==> src/rtl/ahb_arbiter.sv <==
// Round-robin arbiter for four AHB masters: re-arbitrates on Hready, caps tenure at MAX_TENURE beats.
// Define AHB_ARB_LOCK_EN to honour Hlock_n locked sequences; without it Hlock_n is ignored.
module ahb_arbiter #(
   parameter int unsigned MAX_TENURE     = 8,
   parameter int unsigned DEFAULT_MASTER = 0
) (
   input  logic       Hclk,
   input  logic       Hreset,
   input  logic       Hbusreq_1,
   input  logic       Hbusreq_2,
   input  logic       Hbusreq_3,
   input  logic       Hbusreq_4,
   input  logic       Hlock_1,
   input  logic       Hlock_2,
   input  logic       Hlock_3,
   input  logic       Hlock_4,
   input  logic [1:0] Htrans,
   input  logic       Hready,
   output logic       Hgrant_1,
   output logic       Hgrant_2,
   output logic       Hgrant_3,
   output logic       Hgrant_4,
   output logic [1:0] Hmaster,
   output logic       Hmastlock
);

   typedef enum logic [1:0] {PARK, OWN, LOCK} arb_state_t;

   localparam logic [7:0] TENURE_LAST = 8'(MAX_TENURE - 1);
   localparam logic [1:0] DEF_IDX     = 2'(DEFAULT_MASTER);

   arb_state_t state, state_nxt;
   logic [1:0] own, own_nxt;
   logic [1:0] rr_ptr, rr_nxt;
   logic [7:0] tenure, tenure_nxt;
   logic [3:0] grant_q;
   logic [3:0] req;
   logic [1:0] win;
   logic       win_found;
   logic       other_req;
   logic       ap;

   assign req       = {Hbusreq_4, Hbusreq_3, Hbusreq_2, Hbusreq_1};
   assign other_req = |(req & ~(4'b0001 << own));

   assign Hgrant_1 = grant_q[0];
   assign Hgrant_2 = grant_q[1];
   assign Hgrant_3 = grant_q[2];
   assign Hgrant_4 = grant_q[3];

   // Only the transfer-type MSB distinguishes counted beats (NONSEQ/SEQ) from IDLE/BUSY.
   logic unused_htrans;
   assign unused_htrans = Htrans[0];

`ifdef AHB_ARB_LOCK_EN
   logic [3:0] lock;
   assign lock = {Hlock_4, Hlock_3, Hlock_2, Hlock_1};
`else
   logic unused_lock;
   assign unused_lock = ^{Hlock_1, Hlock_2, Hlock_3, Hlock_4};
`endif

   // Scan order starts just past the last winner, so the previous owner ends up last.
   always_comb begin
      win       = rr_ptr;
      win_found = 1'b0;
      for (int k = 1; k <= 4; k++) begin
         if (!win_found && req[rr_ptr + 2'(k)]) begin
            win       = rr_ptr + 2'(k);
            win_found = 1'b1;
         end
      end
   end

   always_comb begin
      // NOTE: every output of this block gets a default first, so no path can infer a latch.
      state_nxt  = state;
      own_nxt    = own;
      rr_nxt     = rr_ptr;
      tenure_nxt = tenure;
      ap         = 1'b0;

      if (Hready) begin
         unique case (state)
            PARK: ap = 1'b1;
            OWN:  ap = !req[own] || (Htrans[1] && tenure == TENURE_LAST && other_req);
            LOCK: begin
`ifdef AHB_ARB_LOCK_EN
               ap = !lock[own];
`endif
            end
            default: ap = 1'b1;
         endcase

         if (ap) begin
            tenure_nxt = '0;
            if (win_found) begin
               own_nxt = win;
               rr_nxt  = win;
`ifdef AHB_ARB_LOCK_EN
               state_nxt = lock[win] ? LOCK : OWN;
`else
               state_nxt = OWN;
`endif
            end else begin
               state_nxt = PARK;
            end
         end else if (state == OWN && Htrans[1] && tenure != TENURE_LAST) begin
            tenure_nxt = tenure + 8'd1;
         end
      end
   end

   always_ff @(posedge Hclk) begin
      if (Hreset) begin
         state   <= PARK;
         own     <= DEF_IDX;
         rr_ptr  <= DEF_IDX;
         tenure  <= '0;
         grant_q <= 4'b0001 << DEF_IDX;
         Hmaster <= DEF_IDX;
      end else begin
         // NOTE: non-blocking assignments keep every register sampling pre-edge values.
         state   <= state_nxt;
         own     <= own_nxt;
         rr_ptr  <= rr_nxt;
         tenure  <= tenure_nxt;
         grant_q <= 4'b0001 << own_nxt;
         if (Hready) begin
            Hmaster <= own;
         end
      end
   end

`ifdef AHB_ARB_LOCK_EN
   always_ff @(posedge Hclk) begin
      if (Hreset) begin
         Hmastlock <= 1'b0;
      end else if (Hready) begin
         Hmastlock <= (state == LOCK);
      end
   end
`else
   assign Hmastlock = 1'b0;
`endif

endmodule

==> config.mk <==
export PLATFORM = sky130hd
export DESIGN_NAME = ahb_arbiter
export DESIGN_NICKNAME = d
export VERILOG_FILES = /design/src/rtl/ahb_arbiter.sv
export SDC_FILE = /design/constraint.sdc
export NUM_CORES = 1
export LEC_CHECK = 0
export BUFFER_PORTS_ARGS = -buffer_cell sky130_fd_sc_hd__buf_2
export CELL_PAD_IN_SITES_DETAIL_PLACEMENT = 1
export CELL_PAD_IN_SITES_GLOBAL_PLACEMENT = 1
export CORE_ASPECT_RATIO = 0.75
export CORE_MARGIN = 2
export CORE_UTILIZATION = 40
export DETAILED_ROUTE_END_ITERATION = 10
export PLACE_DENSITY_LB_ADDON = 0.1
export SLEW_MARGIN = 20
export SYNTH_ARGS = -nofsm -noshare
export SYNTH_HDL_FRONTEND = slang
export SYNTH_SLANG_ARGS = --single-unit
==> constraint.sdc <==
create_clock -name Hclk -period 2.4 [get_ports Hclk]
set_input_delay 0.12 -clock Hclk [delete_from_list [all_inputs] [get_ports Hclk]]
set_output_delay 0.12 -clock Hclk [all_outputs]
set_load 0.02 [all_outputs]
==> run_summary.xml, run 1 <==
<?xml version="1.0" encoding="UTF-8"?>
<metrics>
  <group name="status">
    <metric name="outcome" unit="">finished clean</metric>
  </group>
  <group name="power_and_ir_drop">
    <metric name="post-layout-total-power" unit="W">0.0006337</metric>
    <metric name="intPower" unit="W">0.0004437</metric>
    <metric name="p_leak" unit="nW">0.4313</metric>
    <metric name="share_comb_of_total_power" unit="%">18.9</metric>
    <metric name="net-switching-power" unit="W">0.0001900</metric>
    <metric name="power.switching_fraction" unit="%">29.98</metric>
    <metric name="power.ir.vdd_worst" unit="µV">335.9</metric>
    <metric name="clock_power_share" unit="%">26.8</metric>
    <metric name="share_seq_of_total_power" unit="%">54.3</metric>
    <metric name="cellPowerDensity" unit="nW/µm²">567.1</metric>
  </group>
  <group name="timing">
    <metric name="fmax" unit="MHz">448.8</metric>
    <metric name="timing.final.setup_violations" unit="">0</metric>
    <metric name="clock-skew-final" unit="ns">0.001651</metric>
    <metric name="timing_max_transition_violations_final" unit="">0</metric>
    <metric name="finalCriticalPeriod" unit="ns">2.228</metric>
    <metric name="grt_setup_unrepaired" unit="">false</metric>
    <metric name="timing.final.crit_share" unit="%">92.85</metric>
    <metric name="finalSetupTns" unit="ns">0</metric>
    <metric name="report.final.hold_viol_count" unit="">0</metric>
  </group>
  <group name="yosys">
    <metric name="yosysUniqueCellTypes" unit="">45</metric>
    <metric name="synth_seq_area_share" unit="%">38.05</metric>
    <metric name="post_synth.cell_area_avg" unit="µm²">9.257</metric>
    <metric name="synth-edff-count" unit="">0</metric>
    <metric name="syn-cell-area" unit="µm²">999.7</metric>
    <metric name="netlist_instances" unit="">108</metric>
    <metric name="synth-seq-cells" unit="">19</metric>
    <metric name="ys.flop_type" unit="">sky130_fd_sc_hd__dfxtp_1</metric>
    <metric name="ys_async_sr_fraction" unit="%">0</metric>
    <metric name="netlist.top_cell.by_area" unit="">sky130_fd_sc_hd__dfxtp_1</metric>
    <metric name="ys.warnings.count" unit="">0</metric>
    <metric name="yosys-top-cells-area" unit="">sky130_fd_sc_hd__dfxtp_1 38%, sky130_fd_sc_hd__a21oi_1 4.5%, sky130_fd_sc_hd__mux2i_1 3.0%</metric>
    <metric name="synth_top_area_share" unit="%">38.05</metric>
    <metric name="synthesis.nets" unit="">122</metric>
  </group>
  <group name="routing">
    <metric name="avgRoutedWirePerCell" unit="µm">14.57</metric>
    <metric name="detail_route.first_pass.iterations" unit="">2</metric>
    <metric name="drc_errors" unit="">0</metric>
    <metric name="postRouteWirelength" unit="µm">2258</metric>
    <metric name="vias_per_cell" unit="">5.574</metric>
    <metric name="vias" unit="">864</metric>
    <metric name="dr.first_iter.drc_count" unit="">38</metric>
    <metric name="drtAntennaViolNets" unit="">0</metric>
  </group>
  <group name="clock_network">
    <metric name="cts_post_setup_buffers_inserted" unit="">0</metric>
    <metric name="clock_latency" unit="ns">0.30</metric>
    <metric name="htree_num_levels" unit="">1</metric>
    <metric name="cts_tree" unit="">built</metric>
    <metric name="postCtsResizedCells" unit="">0</metric>
    <metric name="cts_buffers" unit="">3</metric>
    <metric name="cts.path.max_buffers" unit="">2</metric>
    <metric name="cts_root_buf" unit="">sky130_fd_sc_hd__clkbuf_4</metric>
    <metric name="cts_num_sinks" unit="">19</metric>
    <metric name="postCtsHoldBufs" unit="">0</metric>
    <metric name="clk_pin_slew" unit="ns">0.12</metric>
  </group>
  <group name="global_routing">
    <metric name="initial_antenna_violation_count" unit="">0</metric>
    <metric name="grt_pass1_wl" unit="µm">3636</metric>
    <metric name="globalRoute.totalOverflow" unit="">0</metric>
    <metric name="via_count_of_the_first_global_routing_pass" unit="">803</metric>
    <metric name="grt_start_max_net_pins" unit="">20</metric>
    <metric name="grt_usage" unit="%">17.37</metric>
  </group>
  <group name="worst_setup_path">
    <metric name="crit_start_category" unit="">register</metric>
    <metric name="setup.worst_path.class" unit="">register to register</metric>
    <metric name="worst_setup_path_endpoint" unit="">grant_q[0]</metric>
    <metric name="timing.reg2reg.setup_slack" unit="ns">0.17</metric>
    <metric name="critical_path.endpoint_type" unit="">register</metric>
    <metric name="arrival_time_at_the_worst_endpoint" unit="ns">2.48</metric>
    <metric name="worstPathRequired" unit="ns">2.65</metric>
    <metric name="crit-reg2reg-launch" unit="">tenure[0]</metric>
    <metric name="worstReg2RegEnd" unit="">grant_q[0]</metric>
    <metric name="worstSetupStartpoint" unit="">tenure[0]</metric>
    <metric name="worstPathMaxFanout" unit="">6</metric>
    <metric name="reg2regPathDepth" unit="">7</metric>
  </group>
  <group name="floorplan">
    <metric name="floorplan.die.height" unit="µm">47.30</metric>
    <metric name="floorplan.io_pins" unit="">20</metric>
    <metric name="fp.coreArea" unit="µm²">2327</metric>
    <metric name="floorplan.die.width" unit="µm">61.73</metric>
    <metric name="die_area" unit="µm²">2919</metric>
    <metric name="std_cell_rows" unit="">15</metric>
    <metric name="initial_utilization" unit="%">42.96</metric>
  </group>
  <group name="finish">
    <metric name="fin_nets" unit="">136</metric>
    <metric name="post_route_cells_drive_above_1_share" unit="%">23.97</metric>
    <metric name="insertedDiodeCount" unit="">0</metric>
    <metric name="fin_area" unit="µm²">1117</metric>
    <metric name="final_cell_mix" unit="">19 x sky130_fd_sc_hd__dfxtp_1, 13 x sky130_fd_sc_hd__buf_2, 9 x sky130_fd_sc_hd__a21oi_1, 8 x sky130_fd_sc_hd__nor2_1, 6 x sky130_fd_sc_hd__nand2_1</metric>
    <metric name="layout.cells.most_common" unit="">sky130_fd_sc_hd__dfxtp_1</metric>
    <metric name="final_cells" unit="">155</metric>
    <metric name="area_delta_synth_final" unit="%">11.76</metric>
  </group>
  <group name="worst_hold_path">
    <metric name="hold_path_class" unit="">input port to register</metric>
    <metric name="holdCritStartpoint" unit="">Hreset</metric>
    <metric name="worst_hold_path.num_cells" unit="">2</metric>
  </group>
  <group name="place">
    <metric name="dp_hpwl" unit="µm">1667</metric>
    <metric name="place.detailed.instances" unit="">151</metric>
    <metric name="portBuffers" unit="">13</metric>
    <metric name="gpl.final_weighted_congestion" unit="">0.7280</metric>
    <metric name="place_area" unit="µm²">1087</metric>
  </group>
  <group name="flow_run">
    <metric name="timing.max_cap.violations" unit="">0</metric>
  </group>
</metrics>
## worst max-delay path, cell delays in order (launching register included)
cell and delay (ns):
sky130_fd_sc_hd__dfxtp_1 0.39, sky130_fd_sc_hd__ha_1 0.24, sky130_fd_sc_hd__nor4b_4 0.26, sky130_fd_sc_hd__nand3_1 0.15
sky130_fd_sc_hd__o311ai_2 0.32, sky130_fd_sc_hd__nand3_1 0.28, sky130_fd_sc_hd__a2bb2oi_1 0.37, sky130_fd_sc_hd__a21o_1 0.16
## power by group through the flow
stage	registers, W	logic (W)	clock network [W]
5_1_grt	0.000346	0.000130	0.000197
2_1_floorplan	0.000358	0.0000781	0
3_3_place_gp	0.000350	0.000117	0
4_1_cts	0.000344	0.000120	0.000182
6_report	0.000344	0.000120	0.000170
3_5_place_dp	0.000351	0.000119	0
## how the worst min path moves through the flow
stage / to / slack, ns
6_report: own[1] / 0.19
5_1_grt: own[1] / 0.20
4_1_cts: own[1] / 0.18
3_5_place_dp: Hmaster[1] / 0.48
3_3_place_gp: tenure[7] / 0.47
2_1_floorplan: rr_ptr[0] / 0.39
## layer usage
layer / GRT usage [%] / share of wire (%) / up-vias
met5: 0 / 0 / -
met4: 4.255 / 1.5 / 0
met1: 23.75 / 52 / 422
li1: - / - / 419
met2: 26.53 / 42 / 19
met3: 6.061 / 4.8 / 4
## cells in the mapped netlist (2+ instances only)
cell type,count
sky130_fd_sc_hd__nand2b_1,3
sky130_fd_sc_hd__nand3_1,4
sky130_fd_sc_hd__clkbuf_1,2
sky130_fd_sc_hd__nor2_1,8
sky130_fd_sc_hd__nor3_2,2
sky130_fd_sc_hd__nor3_1,4
sky130_fd_sc_hd__buf_4,2
sky130_fd_sc_hd__nand3b_1,2
sky130_fd_sc_hd__nand2_1,6
sky130_fd_sc_hd__a21oi_1,9
sky130_fd_sc_hd__dfxtp_1,19
sky130_fd_sc_hd__and3_1,2
sky130_fd_sc_hd__o21ai_0,5
sky130_fd_sc_hd__inv_1,4
sky130_fd_sc_hd__mux2i_1,3
sky130_fd_sc_hd__and2_1,2
sky130_fd_sc_hd__xor2_1,3
## sequential cells by signal, indices dropped and copies added (netlist names)
signal	count
rr_ptr	2
own	2
state	1
tenure	8
Hmaster	2
grant_q	4
## metrics by stage
stage | hold WS, ns | util, % | setup WS [ns]
2_1_floorplan | 0.3940 | - | 0.4813
4_1_cts | 0.1849 | 48.01 | 0.1520
3_5_place_dp | 0.4815 | 46.72 | 0.1794
3_3_place_gp | 0.4689 | 46.72 | 0.2463
5_1_grt | 0.1963 | 48.01 | 0.008338
6_report | 0.1915 | 48.01 | 0.1717
## area by class of cell
type	instances	area (µm²)
fillers	296	1210
multi-input cells	80	576.8
flip-flops and latches	19	380.4
repair buffers	14	72.57
well taps	34	42.54
clock buffers	3	22.52
inverters	4	15.01
clock inverters	1	7.507
## kinds of logic (layout without fill, tap and decap cells)
family / Yosys count / in the layout / synth area share, %
AOI/OAI and AO/OA: 25 / 25 / 19.03
xor gates and xnor gates: 3 / 3 / 2.629
buffers and inverters: 9 / 22 / 4.254
adders and majority gates: 1 / 1 / 1.251
muxes: 5 / 5 / 6.383
and+or+nand+nor: 45 / 45 / 28.04
other: 1 / 1 / 0.3751
DFF: 19 / 19 / 38.05
No activity file was read; power rests on OpenSTA's default activity.
==> inputs of run 2 (changes only) <==
- clock period: 2.4 -> 2.7 ns (I/O delays scaled with it)
==> run_summary.xml, run 2 (synthesis gave the netlist of run 1 again) <==
<?xml version="1.0" encoding="UTF-8"?>
<metrics>
  <group name="global_routing">
    <metric name="via_count_of_the_first_global_routing_pass" unit="">799</metric>
    <metric name="grt_start_max_net_pins" unit="">20</metric>
    <metric name="globalRoute.totalOverflow" unit="">0</metric>
    <metric name="initial_antenna_violation_count" unit="">0</metric>
    <metric name="grt_pass1_wl" unit="µm">3815</metric>
    <metric name="grt_usage" unit="%">18.74</metric>
  </group>
  <group name="routing">
    <metric name="drc_errors" unit="">0</metric>
    <metric name="vias_per_cell" unit="">5.426</metric>
    <metric name="postRouteWirelength" unit="µm">2304</metric>
    <metric name="dr.first_iter.drc_count" unit="">55</metric>
    <metric name="drtAntennaViolNets" unit="">0</metric>
    <metric name="vias" unit="">841</metric>
    <metric name="detail_route.first_pass.iterations" unit="">4</metric>
    <metric name="avgRoutedWirePerCell" unit="µm">14.86</metric>
  </group>
  <group name="worst_setup_path">
    <metric name="worstPathRequired" unit="ns">2.97</metric>
    <metric name="reg2regPathDepth" unit="">7</metric>
    <metric name="timing.reg2reg.setup_slack" unit="ns">0.44</metric>
    <metric name="crit-reg2reg-launch" unit="">tenure[0]</metric>
    <metric name="crit_start_category" unit="">register</metric>
    <metric name="worstPathMaxFanout" unit="">6</metric>
    <metric name="worstReg2RegEnd" unit="">grant_q[0]</metric>
    <metric name="arrival_time_at_the_worst_endpoint" unit="ns">2.54</metric>
    <metric name="critical_path.endpoint_type" unit="">register</metric>
    <metric name="setup.worst_path.class" unit="">register to register</metric>
  </group>
  <group name="timing">
    <metric name="fmax" unit="MHz">441.8</metric>
    <metric name="grt_setup_unrepaired" unit="">false</metric>
    <metric name="timing_max_transition_violations_final" unit="">0</metric>
    <metric name="post-route-worst-setup-slack" unit="ns">0.4365</metric>
    <metric name="clock-skew-final" unit="ns">0.005421</metric>
    <metric name="finalCriticalPeriod" unit="ns">2.264</metric>
    <metric name="timing.final.crit_share" unit="%">83.83</metric>
    <metric name="timing.final.setup_violations" unit="">0</metric>
    <metric name="finalSetupTns" unit="ns">0</metric>
    <metric name="report.final.hold_viol_count" unit="">0</metric>
  </group>
  <group name="clock_network">
    <metric name="clock_latency" unit="ns">0.32</metric>
    <metric name="cts_buffers" unit="">3</metric>
    <metric name="cts_post_setup_buffers_inserted" unit="">0</metric>
    <metric name="cts_root_buf" unit="">sky130_fd_sc_hd__clkbuf_4</metric>
    <metric name="clk_pin_slew" unit="ns">0.12</metric>
    <metric name="htree_num_levels" unit="">1</metric>
    <metric name="cts_num_sinks" unit="">19</metric>
    <metric name="postCtsHoldBufs" unit="">0</metric>
    <metric name="cts.path.max_buffers" unit="">2</metric>
    <metric name="cts_tree" unit="">built</metric>
    <metric name="postCtsResizedCells" unit="">0</metric>
  </group>
  <group name="floorplan">
    <metric name="initial_utilization" unit="%">42.96</metric>
    <metric name="fp.coreArea" unit="µm²">2327</metric>
    <metric name="floorplan.die.height" unit="µm">47.30</metric>
    <metric name="floorplan.die.width" unit="µm">61.73</metric>
    <metric name="die_area" unit="µm²">2919</metric>
    <metric name="floorplan.io_pins" unit="">20</metric>
    <metric name="std_cell_rows" unit="">15</metric>
  </group>
  <group name="place">
    <metric name="portBuffers" unit="">13</metric>
    <metric name="dp_hpwl" unit="µm">1702</metric>
    <metric name="gpl.final_weighted_congestion" unit="">0.7625</metric>
    <metric name="dp_worst_setup_slack" unit="ns">0.4998</metric>
  </group>
  <group name="finish">
    <metric name="area_delta_synth_final" unit="%">11.76</metric>
    <metric name="layout.core_utilization" unit="%">48.01</metric>
    <metric name="fin_nets" unit="">136</metric>
    <metric name="regArea" unit="µm²">380.4</metric>
    <metric name="post_route_cells_drive_above_1_share" unit="%">23.97</metric>
    <metric name="insertedDiodeCount" unit="">0</metric>
    <metric name="largest_reg_flops" unit="">8</metric>
    <metric name="final_cell_mix" unit="">19 x sky130_fd_sc_hd__dfxtp_1, 13 x sky130_fd_sc_hd__buf_2, 9 x sky130_fd_sc_hd__a21oi_1, 8 x sky130_fd_sc_hd__nor2_1, 6 x sky130_fd_sc_hd__nand2_1</metric>
    <metric name="layout.cells.most_common" unit="">sky130_fd_sc_hd__dfxtp_1</metric>
    <metric name="multi_input_combinational_cell_area" unit="µm²">576.8</metric>
    <metric name="top_register" unit="">tenure</metric>
    <metric name="largest_registers" unit="">tenure (8), grant_q (4)</metric>
    <metric name="fillCellCount" unit="">291</metric>
  </group>
  <group name="power_and_ir_drop">
    <metric name="p_leak" unit="nW">0.4313</metric>
    <metric name="power.ir.vdd_worst" unit="µV">262.6</metric>
    <metric name="cellPowerDensity" unit="nW/µm²">508.4</metric>
  </group>
  <group name="status">
    <metric name="outcome" unit="">finished clean</metric>
  </group>
  <group name="flow_run">
    <metric name="timing.max_cap.violations" unit="">0</metric>
  </group>
  <group name="worst_hold_path">
    <metric name="worst_hold_path.num_cells" unit="">2</metric>
    <metric name="holdCritStartpoint" unit="">Hreset</metric>
    <metric name="hold_path_class" unit="">input port to register</metric>
    <metric name="worst_hold_path_ep" unit="">own[1]</metric>
  </group>
</metrics>
[run 2: worst max path at each step]
stage              start    endpoint  slack (ns)  depth (start not counted)
2_1_floorplan  tenure[0]  grant_q[2]        0.78                          7
3_3_place_gp   tenure[0]  grant_q[0]        0.54                          7
3_5_place_dp   tenure[0]  grant_q[0]        0.50                          7
4_1_cts        tenure[0]  grant_q[0]        0.46                          7
5_1_grt        tenure[0]  grant_q[0]        0.26                          7
6_report       tenure[0]  grant_q[0]        0.44                          7
[run 2: layout make-up]
type | instances | area share (%)
Clock inverter | 1 | 0.6719
Tap cell | 34 | 3.807
Inverter | 4 | 1.344
Timing Repair Buffer | 14 | 6.495
Sequential cell | 19 | 34.04
Clock buffer | 3 | 2.016
Multi-Input combinational cell | 80 | 51.62
[run 2: per-layer routing]
metal  share of wire, %  up-vias  track usage (%)
li1                   -      418                -
met1                 52      398            26.12
met2                 41       20            27.58
met3                5.3        5            5.785
met4                1.5        0            6.383
met5                  0        -                0
[run 2: stage by stage]
| stage | hold WS, ns | std cells | power, W | area [µm²] |
|---|---|---|---|---|
| global route | 0.1921 | 155 | 0.0006052 | 1117 |
| CTS | 0.1771 | 155 | 0.0005782 | 1117 |
| detailed placement | 0.4815 | 151 | 0.0004182 | 1087 |
| floorplan | 0.4090 | 108 | 0.0003873 | 999.7 |
| finish | 0.1870 | 155 | 0.0005680 | 1117 |
| global placement | 0.4685 | 151 | 0.0004148 | 1087 |
[run 2: report_power, final]
group,switching [W],total (W),internal [W]
Combinational,0.0000637,0.000107,0.0000435
Sequential,0.0000105,0.000305,0.000295
Clock,0.0000990,0.000156,0.0000567
Total,0.000173,0.000568,0.000395
[run 2: worst max-delay path, stage by stage (launching register included)]
cell                        delay [ns]
sky130_fd_sc_hd__dfxtp_1          0.39
sky130_fd_sc_hd__ha_1             0.24
sky130_fd_sc_hd__nor4b_4          0.27
sky130_fd_sc_hd__nand3_1          0.15
sky130_fd_sc_hd__o311ai_2         0.31
sky130_fd_sc_hd__nand3_1          0.29
sky130_fd_sc_hd__a2bb2oi_1        0.40
sky130_fd_sc_hd__a21o_1           0.17
